$ cat config.mk
export PLATFORM = sky130hd
export DESIGN_NAME = mem_arbiter
export DESIGN_NICKNAME = d
export VERILOG_FILES = /design/src/rtl/mem_arbiter.sv
export SDC_FILE = /design/constraint.sdc
export NUM_CORES = 1
export LEC_CHECK = 0
export ABC_AREA = 0
export CAP_MARGIN = 20
export CORE_MARGIN = 5
export CORE_UTILIZATION = 42
export CTS_CLUSTER_SIZE = 25
export DETAILED_ROUTE_END_ITERATION = 10
export PLACE_DENSITY = 0.8
export RECOVER_POWER = 100
export SLEW_MARGIN = 15
export SYNTH_ARGS = -nofsm -noshare
export SYNTH_HDL_FRONTEND = slang
export SYNTH_SLANG_ARGS = --single-unit
$ cat constraint.sdc
create_clock -name clk -period 2.64 [get_ports clk]
set_input_delay 0.396 -clock clk [delete_from_list [all_inputs] [get_ports clk]]
set_output_delay 0.396 -clock clk [all_outputs]
set_load 0.02 [all_outputs]
$ cat src/rtl/mem_arbiter.sv
// -----------------------------------------------------------------------------
// mem_arbiter
//
// Arbitrates a read-only fetch requester (I) and a read/write data requester
// (D) onto one shared single-port memory. Each granted access holds the memory
// port for LAT cycles, then the owner's done pulses for one cycle.
//
// Handshake: a requester raises *_req with its fields valid; the request is
// sampled only while the arbiter is IDLE. Address, write flag and write data
// are captured on the grant edge, so the requester may change them afterwards.
// The owner's *_done is high for exactly one cycle (RESP). Read data is valid
// on *_rdata from that cycle on and holds until that requester's next read
// completes. A req still high in the IDLE cycle after done is a new request.
//
// Parameters:
//   LAT          cycles the memory port is held per access (1..15)
// Ports:
//   clk, rst_n   clock (rising edge), asynchronous active-low reset
//   i_req/i_addr/i_rdata/i_done                  fetch requester
//   d_req/d_wr/d_addr/d_wdata/d_rdata/d_done     data requester
//   mem_en/mem_wr/mem_addr/mem_wdata/mem_rdata   shared memory port
//   busy         high whenever the arbiter is not IDLE
//   o_dbg_state  current FSM state (0 IDLE, 1 ACCESS, 2 RESP)
// -----------------------------------------------------------------------------
module mem_arbiter #(
    parameter int unsigned LAT = 4
) (
    input  logic        clk,
    input  logic        rst_n,
    // fetch requester
    input  logic        i_req,
    input  logic [15:0] i_addr,
    output logic [15:0] i_rdata,
    output logic        i_done,
    // data requester
    input  logic        d_req,
    input  logic        d_wr,
    input  logic [15:0] d_addr,
    input  logic [15:0] d_wdata,
    output logic [15:0] d_rdata,
    output logic        d_done,
    // shared memory
    output logic        mem_en,
    output logic        mem_wr,
    output logic [15:0] mem_addr,
    output logic [15:0] mem_wdata,
    input  logic [15:0] mem_rdata,
    // status
    output logic        busy,
    output logic [1:0]  o_dbg_state
);

    typedef enum logic [1:0] {
        ST_IDLE   = 2'd0,
        ST_ACCESS = 2'd1,
        ST_RESP   = 2'd2
    } state_t;

    localparam logic [3:0] LAT_M1 = 4'(LAT - 1);

    state_t      r_state;
    logic [1:0]  r_streak;     // consecutive D grants made while I was waiting
    logic [3:0]  r_cnt;        // remaining ACCESS cycles after the current one
    logic        r_owner_d;    // 1: D owns the access, 0: I owns it
    logic        r_mem_en;
    logic        r_mem_wr;
    logic [15:0] r_mem_addr;
    logic [15:0] r_mem_wdata;
    logic [15:0] r_i_rdata;
    logic [15:0] r_d_rdata;
    logic        r_i_done;
    logic        r_d_done;

    // D wins unless it has already taken two grants in a row over a waiting I.
    logic w_grant_d;
    logic w_grant_i;

    assign w_grant_d = d_req && (!i_req || (r_streak < 2'd2));
    assign w_grant_i = !w_grant_d && i_req;

    // The memory-port registers double as the grant-time latch: they are only
    // needed while ACCESS lasts and must read zero everywhere else.
    always_ff @(posedge clk or negedge rst_n) begin
        if (!rst_n) begin
            r_state     <= ST_IDLE;
            r_streak    <= 2'd0;
            r_cnt       <= 4'd0;
            r_owner_d   <= 1'b0;
            r_mem_en    <= 1'b0;
            r_mem_wr    <= 1'b0;
            r_mem_addr  <= 16'h0000;
            r_mem_wdata <= 16'h0000;
            r_i_rdata   <= 16'h0000;
            r_d_rdata   <= 16'h0000;
            r_i_done    <= 1'b0;
            r_d_done    <= 1'b0;
        end else begin
            // done is a single-cycle pulse covering the RESP state only
            r_i_done <= 1'b0;
            r_d_done <= 1'b0;

            case (r_state)
                ST_IDLE: begin
                    if (w_grant_d) begin
                        r_state     <= ST_ACCESS;
                        r_cnt       <= LAT_M1;
                        r_owner_d   <= 1'b1;
                        r_mem_en    <= 1'b1;
                        r_mem_wr    <= d_wr;
                        r_mem_addr  <= d_addr;
                        r_mem_wdata <= d_wdata;
                        if (i_req && (r_streak != 2'd2)) begin
                            r_streak <= r_streak + 2'd1;
                        end
                    end else if (w_grant_i) begin
                        r_state     <= ST_ACCESS;
                        r_cnt       <= LAT_M1;
                        r_owner_d   <= 1'b0;
                        r_mem_en    <= 1'b1;
                        r_mem_wr    <= 1'b0;
                        r_mem_addr  <= i_addr;
                        r_mem_wdata <= 16'h0000;
                        r_streak    <= 2'd0;
                    end
                end

                ST_ACCESS: begin
                    if (r_cnt == 4'd0) begin
                        // last ACCESS cycle: capture read data, release the port
                        r_state     <= ST_RESP;
                        r_mem_en    <= 1'b0;
                        r_mem_wr    <= 1'b0;
                        r_mem_addr  <= 16'h0000;
                        r_mem_wdata <= 16'h0000;
                        if (!r_mem_wr) begin
                            if (r_owner_d) begin
                                r_d_rdata <= mem_rdata;
                            end else begin
                                r_i_rdata <= mem_rdata;
                            end
                        end
                        if (r_owner_d) begin
                            r_d_done <= 1'b1;
                        end else begin
                            r_i_done <= 1'b1;
                        end
                    end else begin
                        r_cnt <= r_cnt - 4'd1;
                    end
                end

                ST_RESP: begin
                    r_state <= ST_IDLE;
                end

                default: begin
                    r_state <= ST_IDLE;
                end
            endcase
        end
    end

    assign mem_en      = r_mem_en;
    assign mem_wr      = r_mem_wr;
    assign mem_addr    = r_mem_addr;
    assign mem_wdata   = r_mem_wdata;
    assign i_rdata     = r_i_rdata;
    assign d_rdata     = r_d_rdata;
    assign i_done      = r_i_done;
    assign d_done      = r_d_done;
    assign busy        = (r_state != ST_IDLE);
    assign o_dbg_state = r_state;

endmodule
==> results of run 1 <==
-- stage by stage --
step	worst slack, ns	cell area [sq um]
floorplan	0.6036	3172
global placement	0.6063	4676
detailed placement	0.5853	4676
CTS	0.5734	4898
global route	0.2781	4887
finish	0.4388	4887
-- report_power, final --
| part | internal (mW) | total [mW] | switching, mW |
|---|---|---|---|
| Sequential | 1.74 | 2.05 | 0.307 |
| Combinational | 1.37 | 2.85 | 1.49 |
| Clock | 0.561 | 0.989 | 0.429 |
| Total | 3.67 | 5.89 | 2.22 |
-- logic make-up after synthesis --
group           after synthesis
simple gates                 20
buf+inv                      20
fa+ha+maj                     3
flops                        77
compound gates               62
mux                          51
-- layout make-up --
class                      instances  area share [%]
clock buffer                      11           2.893
clock inverter                     5           1.664
inverter                           5          0.3840
multi-input combinational        136           23.40
sequential                        77           39.43
tap                               99           2.535
timing repair buffer             148           29.70
-- flip-flops by register name, indices dropped and copies added, names as in the netlist --
name	count
o_dbg_state	2
mem_en	1
r_streak	2
r_cnt	4
r_owner_d	1
i_done	1
mem_addr	16
d_rdata	16
i_rdata	16
mem_wr	1
mem_wdata	16
d_done	1
-- layer usage --
metal / up-vias / GRT usage (%) / share of wire (%)
met5: - / 0 / 0
met3: 4 / 7.338 / 7.9
met4: 0 / 3.888 / 0.61
met1: 1179 / 21.84 / 44
met2: 95 / 27.76 / 48
li1: 1152 / - / -
-- placed cells by master, fill, tap and decap left out, types with 2 or more instances in the layout --
cell / count
mux2i_1: 18
dlygate4sd3_1: 72
clkdlybuf4s50_1: 66
mux2_2: 33
o22ai_1: 17
a22o_1: 17
nor2_1: 3
ha_1: 3
clkbuf_2: 2
buf_4: 8
clkbuf_8: 10
bufinv_16: 2
inv_1: 5
nor3_1: 2
o21ai_0: 21
dfrtp_1: 77
nand3_1: 2
nand2_1: 3
-- path summary, 6_finish.rpt --
path	start	endpoint	depth (start not counted)
max reg2reg	r_cnt[0]	mem_addr[13]	6
max	r_cnt[0]	mem_addr[13]	6
min	d_rdata[2]	d_rdata[2]	1
max in group asynchronous	rst_n	mem_wdata[3]	1
min reg2reg	d_rdata[2]	d_rdata[2]	1
min in group asynchronous	rst_n	d_rdata[12]	1
-- worst register-to-register path, cell delays in order, from the launching register on --
cell and delay (ns):
dfrtp_1 0.38, inv_1 0.10, ha_1 0.16, or3b_1 0.47, nor2_1 0.59, buf_4 0.29
o22ai_1 0.11
==> results.sh, run 1 <==
export IMPL_status="complete, but fails checks"
export IMPL_failed_checks="capacitance limit, slew limit"
export IMPL_p_leak_nw=2.177
export IMPL_yosysTopAreaCell="dfrtp_1"
export IMPL_place_congestion=0.8200
export IMPL_synthMuxAreaShare_pct=17.40
export IMPL_cts_resized=0
export IMPL_htree_levels=3
export IMPL_synth_top_area_share_pct=60.75
export IMPL_fin_nets=449
export IMPL_numCtsBuffers=9
export IMPL_ys_async_sr_fraction_pct=100.0
export IMPL_cp_start_kind="flip-flop"
export IMPL_maxSlewViolCount=78
export IMPL_tightest_slew_ns=1.839
export IMPL_cts_hold_buf=0
export IMPL_synthXorXnorAreaFrac_pct=0
export IMPL_clkSinkCount=77
export IMPL_synth_edf_count=0
export IMPL_synth_simple_area_share_pct=4.615
export IMPL_insertion_delay_ns=0.34
export IMPL_power_total_mw=5.893
export IMPL_n_antenna_cell=0
export IMPL_area_delta_synth_final_pct=54.08
export IMPL_cts_tree="built"
export IMPL_required_ns=2.86
export IMPL_end_kind="flip-flop"
export IMPL_io_pins=140
export IMPL_grt_pass1_wl_microns=13370
export IMPL_cp_slowest_stage_delay_ns=0.59
export IMPL_path_buf_inv=2
export IMPL_synth_flop_cell="dfrtp_1"
export IMPL_slew_headroom_pct=-22.62
export IMPL_rrSetupSlack_ns=0.44
export IMPL_ys_types=33
export IMPL_grt_use_total_pct=17.32
export IMPL_register_area_sq_mm=0.001927
export IMPL_vias_per_cell=5.052
export IMPL_rows=31
export IMPL_post_cts_buffers=0
export IMPL_syn_inst=233
export IMPL_synth_compound_area_share_pct=12.94
export IMPL_wl_per_cell_microns=16.79
export IMPL_synth_area_sq_mm=0.003172
export IMPL_ys_seq_elements=77
export IMPL_synth_area_per_cell_sq_um=13.61
export IMPL_drive_gt1_share_pct=16.49
export IMPL_antenna_found_initial=0
export IMPL_fin_util_pct=67.02
export IMPL_multi_input_area_sq_mm=0.001144
export IMPL_die_w_microns=96.90
export IMPL_grt_max_degree=78
export IMPL_synth_commonest_cells="77 x dfrtp_1, 33 x mux2_2, 21 x o21ai_0, 18 x mux2i_1"
export IMPL_ant_nets=0
export IMPL_dr_first_iter_drc_count=91
export IMPL_fmax_mhz=454.3
export IMPL_slowest_stage="nor2_1"
export IMPL_grt_overflow=0
export IMPL_setup_viol=0
export IMPL_hold_worst_slack_ns=0.5011
export IMPL_worstPathCellList="inv_1 -> ha_1 -> or3b_1 -> nor2_1 -> buf_4 -> o22ai_1"
export IMPL_start_util_pct=43.50
export IMPL_hold_viol_final=0
export IMPL_yosysMostFrequentCell="dfrtp_1"
export IMPL_fin_crit_sh_pct=83.38
export IMPL_synth_top_family_by_area="multiplexers"
export IMPL_wl_microns=8075
export IMPL_rsz0062_at_grt="false"
export IMPL_vias=2430
export IMPL_dp_hpwl_microns=5962
export IMPL_worstPathArrival_ns=2.42
export IMPL_fp_dieH_microns=96.90
export IMPL_yosysWarnings=0
export IMPL_finClkSkew_ns=0.01059
export IMPL_dp_cells=465
export IMPL_clockBufferDepth=2
export IMPL_clockRootBuffer="clkbuf_8"
export IMPL_crit_family="simple AND/OR/NAND/NOR gates"
export IMPL_ir_drop_v=0.0005185
export IMPL_core_area_sq_mm=0.007292
export IMPL_path_max_fanout=10
export IMPL_powerDensity_mw_per_mm2=1206
export IMPL_finalCriticalPeriod_ns=2.201
export IMPL_dr_pass1_iters=4
export IMPL_yosysSeqAreaShare_pct=60.75
export IMPL_synthTopCellsByArea="dfrtp_1 61%, mux2_2 12%, mux2i_1 5.7%, a22o_1 4.7%, o22ai_1 3.4%"
export IMPL_port_buffers=139
export IMPL_crit_type="reg2reg"
export IMPL_path_clk_slew_ns=0.08
export IMPL_synth_fp_nets=305
export IMPL_drc=0
export IMPL_fillCellCount=584
export IMPL_final_cells=481
export IMPL_grt_pass1_vias=2641
export IMPL_hold_class="reg2reg"
export IMPL_setup_tns_ns=0
export IMPL_synth_adder_area_share_pct=1.183
export IMPL_die_area_sq_mm=0.009390
export IMPL_maxCapViolations=1
(Power assumes the default switching activity.)
==> run 2, diff against run 1 <==
==> constraint.sdc (replaced) <==
create_clock -name clk -period 2.25 [get_ports clk]
set_input_delay 0.3375 -clock clk [delete_from_list [all_inputs] [get_ports clk]]
set_output_delay 0.3375 -clock clk [all_outputs]
set_load 0.02 [all_outputs]
==> results.sh, run 2 (synthesis results as in run 1) <==
export IMPL_p_leak_nw=2.161
export IMPL_hold_class="in2async"
export IMPL_hold_viol_final=0
export IMPL_met1_usage_pct=20.74
export IMPL_dpl_cell_area_sq_mm=0.004683
export IMPL_fillCellCount=578
export IMPL_start_util_pct=43.50
export IMPL_wl_microns=7818
export IMPL_slowest_stage="or3b_1"
export IMPL_worstPathArrival_ns=2.29
export IMPL_end_kind="flip-flop"
export IMPL_n_antenna_cell=0
export IMPL_clkSinkCount=77
export IMPL_vias=2430
export IMPL_failed_checks="capacitance limit, slew limit"
export IMPL_finClkSkew_ns=0.007441
export IMPL_grt_pass1_wl_microns=13020
export IMPL_final_area_sq_mm=0.004865
export IMPL_finalCriticalPeriod_ns=2.066
export IMPL_mostFrequentLayoutCells="77 x dfrtp_1, 72 x dlygate4sd3_1, 66 x clkdlybuf4s50_1"
export IMPL_area_delta_synth_final_pct=53.37
export IMPL_grt_use_met2_pct=27.18
export IMPL_cts_tree="built"
export IMPL_crit_start="r_cnt[0]"
export IMPL_slew_headroom_pct=-21.72
export IMPL_clockBufferDepth=2
export IMPL_setup_tns_ns=0
export IMPL_ant_nets=0
export IMPL_dr_first_iter_drc_count=90
export IMPL_grt_max_degree=78
export IMPL_final_common_cell="dfrtp_1"
export IMPL_htree_levels=3
export IMPL_dr_pass1_iters=4
export IMPL_fin_util_pct=66.71
export IMPL_post_cts_buffers=0
export IMPL_tightest_slew_ns=1.826
export IMPL_drc=0
export IMPL_dp_slack_ns=0.1872
export IMPL_worstPathCellList="inv_1 -> ha_1 -> or3b_1 -> nor4_4 -> buf_4 -> mux2_2"
export IMPL_place_congestion=0.8234
export IMPL_clockRootBuffer="clkbuf_8"
export IMPL_antenna_found_initial=0
export IMPL_grt_use_total_pct=16.81
export IMPL_maxSlewViolCount=78
export IMPL_io_pins=140
export IMPL_path_max_fanout=16
export IMPL_fin_nets=450
export IMPL_rsz0062_at_grt="false"
export IMPL_die_area_sq_mm=0.009390
export IMPL_die_w_microns=96.90
export IMPL_cts_hold_buf=0
export IMPL_dp_hpwl_microns=5893
export IMPL_status="complete, but fails checks"
export IMPL_grt_pass1_vias=2609
export IMPL_port_buffers=139
export IMPL_powerDensity_mw_per_mm2=1387
export IMPL_cts_resized=0
export IMPL_grt_use_met3_pct=6.763
export IMPL_path_buf_inv=2
export IMPL_crit_family="simple AND/OR/NAND/NOR gates"
export IMPL_fp_dieH_microns=96.90
export IMPL_ir_drop_v=0.0006303
export IMPL_fmax_mhz=484.0
export IMPL_core_area_sq_mm=0.007292
export IMPL_cp_start_kind="flip-flop"
export IMPL_path_clk_slew_ns=0.08
export IMPL_setup_viol=0
export IMPL_vias_per_cell=5.041
export IMPL_insertion_delay_ns=0.34
export IMPL_numCtsBuffers=9
export IMPL_crit_type="reg2reg"
export IMPL_maxCapViolations=1
export IMPL_globalRoute_busiestLayer="met2"
export IMPL_required_ns=2.47
export IMPL_timing_rr_start="r_cnt[0]"
export IMPL_wl_per_cell_microns=16.22
export IMPL_fin_crit_sh_pct=91.83
export IMPL_grt_overflow=0
export IMPL_fin_ws_ns=0.1838
export IMPL_cp_slowest_stage_delay_ns=0.48
export IMPL_drive_gt1_share_pct=16.97
export IMPL_rows=31
run 2: changes by cell type in the layout (fill, tap and decap cells not counted), sizes merged:
| cell | change |
|---|---|
| clkinv | +2 |
| bufinv | -1 |
| clkinvlp | +1 |
| inv | -1 |
run 2: through the flow:
stage          hold slack, ns  power (mW)  std cells
2_1_floorplan         0.04191       4.322        233
3_3_place_gp           0.4856       5.958        466
3_5_place_dp           0.4898       6.072        466
4_1_cts                0.1745       7.083        482
5_1_grt                0.5165       7.151        482
6_report               0.4924       6.748        482
run 2: worst paths after layout:
path	end	slack [ns]	depth (start not counted)
worst max register to register	i_rdata[15]	0.18	6
max in group asynchronous	mem_addr[2]	0.68	1
worst min-delay path	d_rdata[12]	0.49	1
worst min register to register	r_cnt[3]	0.50	1
min in group clk	r_cnt[3]	0.50	1
worst max-delay path	i_rdata[15]	0.18	6
run 2: cell type report:
type / count / area, sq um / area share [%]
Multi-Input combinational cell: 136 / 1145 / 23.53
Clock inverter: 6 / 63.81 / 1.312
Clock buffer: 10 / 127.6 / 2.623
Inverter: 5 / 18.77 / 0.3858
Tap cell: 99 / 123.9 / 2.546
Timing Repair Buffer: 149 / 1459 / 29.99
Sequential cell: 77 / 1927 / 39.61
run 2: routing by layer:
metal,wire [microns],vias up
met3,611,12
li1,-,1158
met1,3390,1162
met4,98,0
met2,3717,98
met5,0,-
run 2: report_power, final:
| group | internal [mW] | total, mW | switching [mW] |
|---|---|---|---|
| Clock | 0.511 | 1.00 | 0.491 |
| Sequential | 2.04 | 2.38 | 0.338 |
| Combinational | 1.60 | 3.36 | 1.76 |
run 2: worst reg2reg max path: cells and delay by family, from the launching register on:
family	cells	cell delay [ns]
muxes	1	0.37
adders and majority gates	1	0.18
buffers and inverters	2	0.38
DFF	1	0.38
and+or+nand+nor	2	0.64
==> run 3, diff against run 2 <==
--- a/config.mk
+++ b/config.mk
@@ -7,12 +7,12 @@
 export LEC_CHECK = 0
 export ABC_AREA = 0
 export CAP_MARGIN = 20
-export CORE_MARGIN = 5
+export CORE_MARGIN = 2
 export CORE_UTILIZATION = 42
 export CTS_CLUSTER_SIZE = 25
 export DETAILED_ROUTE_END_ITERATION = 10
 export PLACE_DENSITY = 0.8
-export RECOVER_POWER = 100
+export RECOVER_POWER = 50
 export SLEW_MARGIN = 15
 export SYNTH_ARGS = -nofsm -noshare
 export SYNTH_HDL_FRONTEND = slang
==> results.sh, run 3 (synthesis results as in run 1) <==
export IMPL_dr_first_iter_drc_count=118
export IMPL_ant_nets=0
export IMPL_fillCellCount=542
export IMPL_fin_crit_sh_pct=92.41
export IMPL_crit_start="r_cnt[0]"
export IMPL_hold_viol_final=0
export IMPL_place_congestion=0.8387
export IMPL_maxSlewViolCount=0
export IMPL_grt_use_total_pct=19.02
export IMPL_worstPathArrival_ns=2.29
export IMPL_insertion_delay_ns=0.34
export IMPL_end_kind="flip-flop"
export IMPL_grt_pass1_wl_microns=12600
export IMPL_wl_per_cell_microns=15.90
export IMPL_rr_worst_depth=6
export IMPL_fmax_mhz=480.9
export IMPL_core_area_sq_mm=0.007292
export IMPL_maxCapViolations=0
export IMPL_vias=2438
export IMPL_finalCriticalPeriod_ns=2.079
export IMPL_timing_rr_start="r_cnt[0]"
export IMPL_final_common_cell="clkdlybuf4s50_1"
export IMPL_rrSetupSlack_ns=0.17
export IMPL_vias_per_cell=5.027
export IMPL_path_clk_slew_ns=0.08
export IMPL_tightest_slew_ns=0.8280
export IMPL_io_pins=140
export IMPL_slowest_stage="or3b_1"
export IMPL_dp_hpwl_microns=5674
export IMPL_antenna_found_initial=0
export IMPL_grt_pass1_vias=2493
export IMPL_n_antenna_cell=0
export IMPL_dr_pass1_iters=4
export IMPL_htree_levels=3
export IMPL_ir_drop_v=0.0006179
export IMPL_fin_nets=453
export IMPL_clockBufferDepth=2
export IMPL_hold_depth=1
export IMPL_wl_microns=7712
export IMPL_clockRootBuffer="clkbuf_8"
export IMPL_worstPathCellList="inv_1 -> ha_1 -> or3b_1 -> nor4_4 -> buf_4 -> mux2_2"
export IMPL_crit_path_end="i_rdata[10]"
export IMPL_die_area_sq_mm=0.008263
export IMPL_path_max_fanout=16
export IMPL_port_buffers=139
export IMPL_rows=31
export IMPL_area_delta_synth_final_pct=55.15
export IMPL_slew_headroom_pct=44.80
export IMPL_cp_start_kind="flip-flop"
export IMPL_clkSinkCount=77
export IMPL_setup_tns_ns=0
export IMPL_power_total_mw=7.070
export IMPL_mostFrequentLayoutCells="113 x clkdlybuf4s50_1, 77 x dfrtp_1, 33 x mux2_2"
export IMPL_status="finished clean"
export IMPL_fin_ws_ns=0.1707
export IMPL_hold_class="reg2reg"
export IMPL_finClkSkew_ns=0.01242
export IMPL_cts_tree="built"
export IMPL_powerDensity_mw_per_mm2=1437
export IMPL_p_leak_nw=2.143
export IMPL_grt_max_degree=47
export IMPL_die_w_microns=90.90
export IMPL_dp_slack_ns=0.1829
export IMPL_start_util_pct=43.50
export IMPL_numCtsBuffers=9
export IMPL_cp_slowest_stage_delay_ns=0.48
export IMPL_drive_gt1_share_pct=17.36
export IMPL_fp_dieH_microns=90.90
export IMPL_setup_viol=0
export IMPL_grt_overflow=0
export IMPL_rsz0062_at_grt="false"
export IMPL_crit_type="reg2reg"
export IMPL_r2r_end="i_rdata[10]"
export IMPL_required_ns=2.47
export IMPL_drc=0
==> run 3: worst min path at each step <==
stage	end	startpoint	slack, ns
detailed placement	mem_addr[8]	rst_n	0.30
finish	d_rdata[11]	d_rdata[11]	0.50
CTS	mem_addr[9]	rst_n	0.50
global route	mem_wdata[13]	mem_wdata[13]	0.52
global placement	mem_addr[8]	rst_n	0.30
floorplan	d_done	rst_n	0.04
==> run 3: layer usage <==
metal | routed length, microns | global-route usage, %
met1 | 3446 | 24.99
met2 | 3701 | 30.85
met3 | 492 | 5.509
met4 | 71 | 5.556
met5 | 0 | 0
==> run 3: power by group <==
part / internal [mW] / switching [mW] / total [mW] / leakage, nW
registers: 2.04 / 0.379 / 2.42 / 0.944
clock network: 0.653 / 0.493 / 1.15 / 0.112
logic: 1.76 / 1.74 / 3.50 / 1.09
==> run 3: worst max-delay path: cells and delay by family, from the launching register on <==
| family | cells | cell delay (ns) |
|---|---|---|
| simple gates | 2 | 0.65 |
| flops | 1 | 0.38 |
| buf+inv | 2 | 0.38 |
| mux | 1 | 0.37 |
| fa+ha+maj | 1 | 0.18 |
==> run 3: final cells by class <==
cell class,instances,area [sq um],share of cell area (%)
flip-flops and latches,77,1927,39.16
repair buffers,152,1483,30.13
multi-input cells,136,1145,23.26
clock buffers,10,137.6,2.797
well taps,99,123.9,2.517
clock inverters,6,86.33,1.754
inverters,5,18.77,0.3814
==> run 3: timing repair <==
action                                 in CTS  in global routing
endpoints found under the hold margin      31                  0
hold buffers                                1                  0
gates resized for setup                     0                  0
buffers inserted                            0                  0
==> run 3: through the flow <==
step	utilization [%]	std cells	area, sq um	hold slack (ns)
final	67.48	485	4921	0.5010
after global routing	67.48	485	4921	0.5213
after CTS	67.81	485	4945	0.4983
after detailed placement	64.60	468	4711	0.3031
after global placement	64.60	468	4711	0.2984
after floorplan	-	233	3172	0.04191
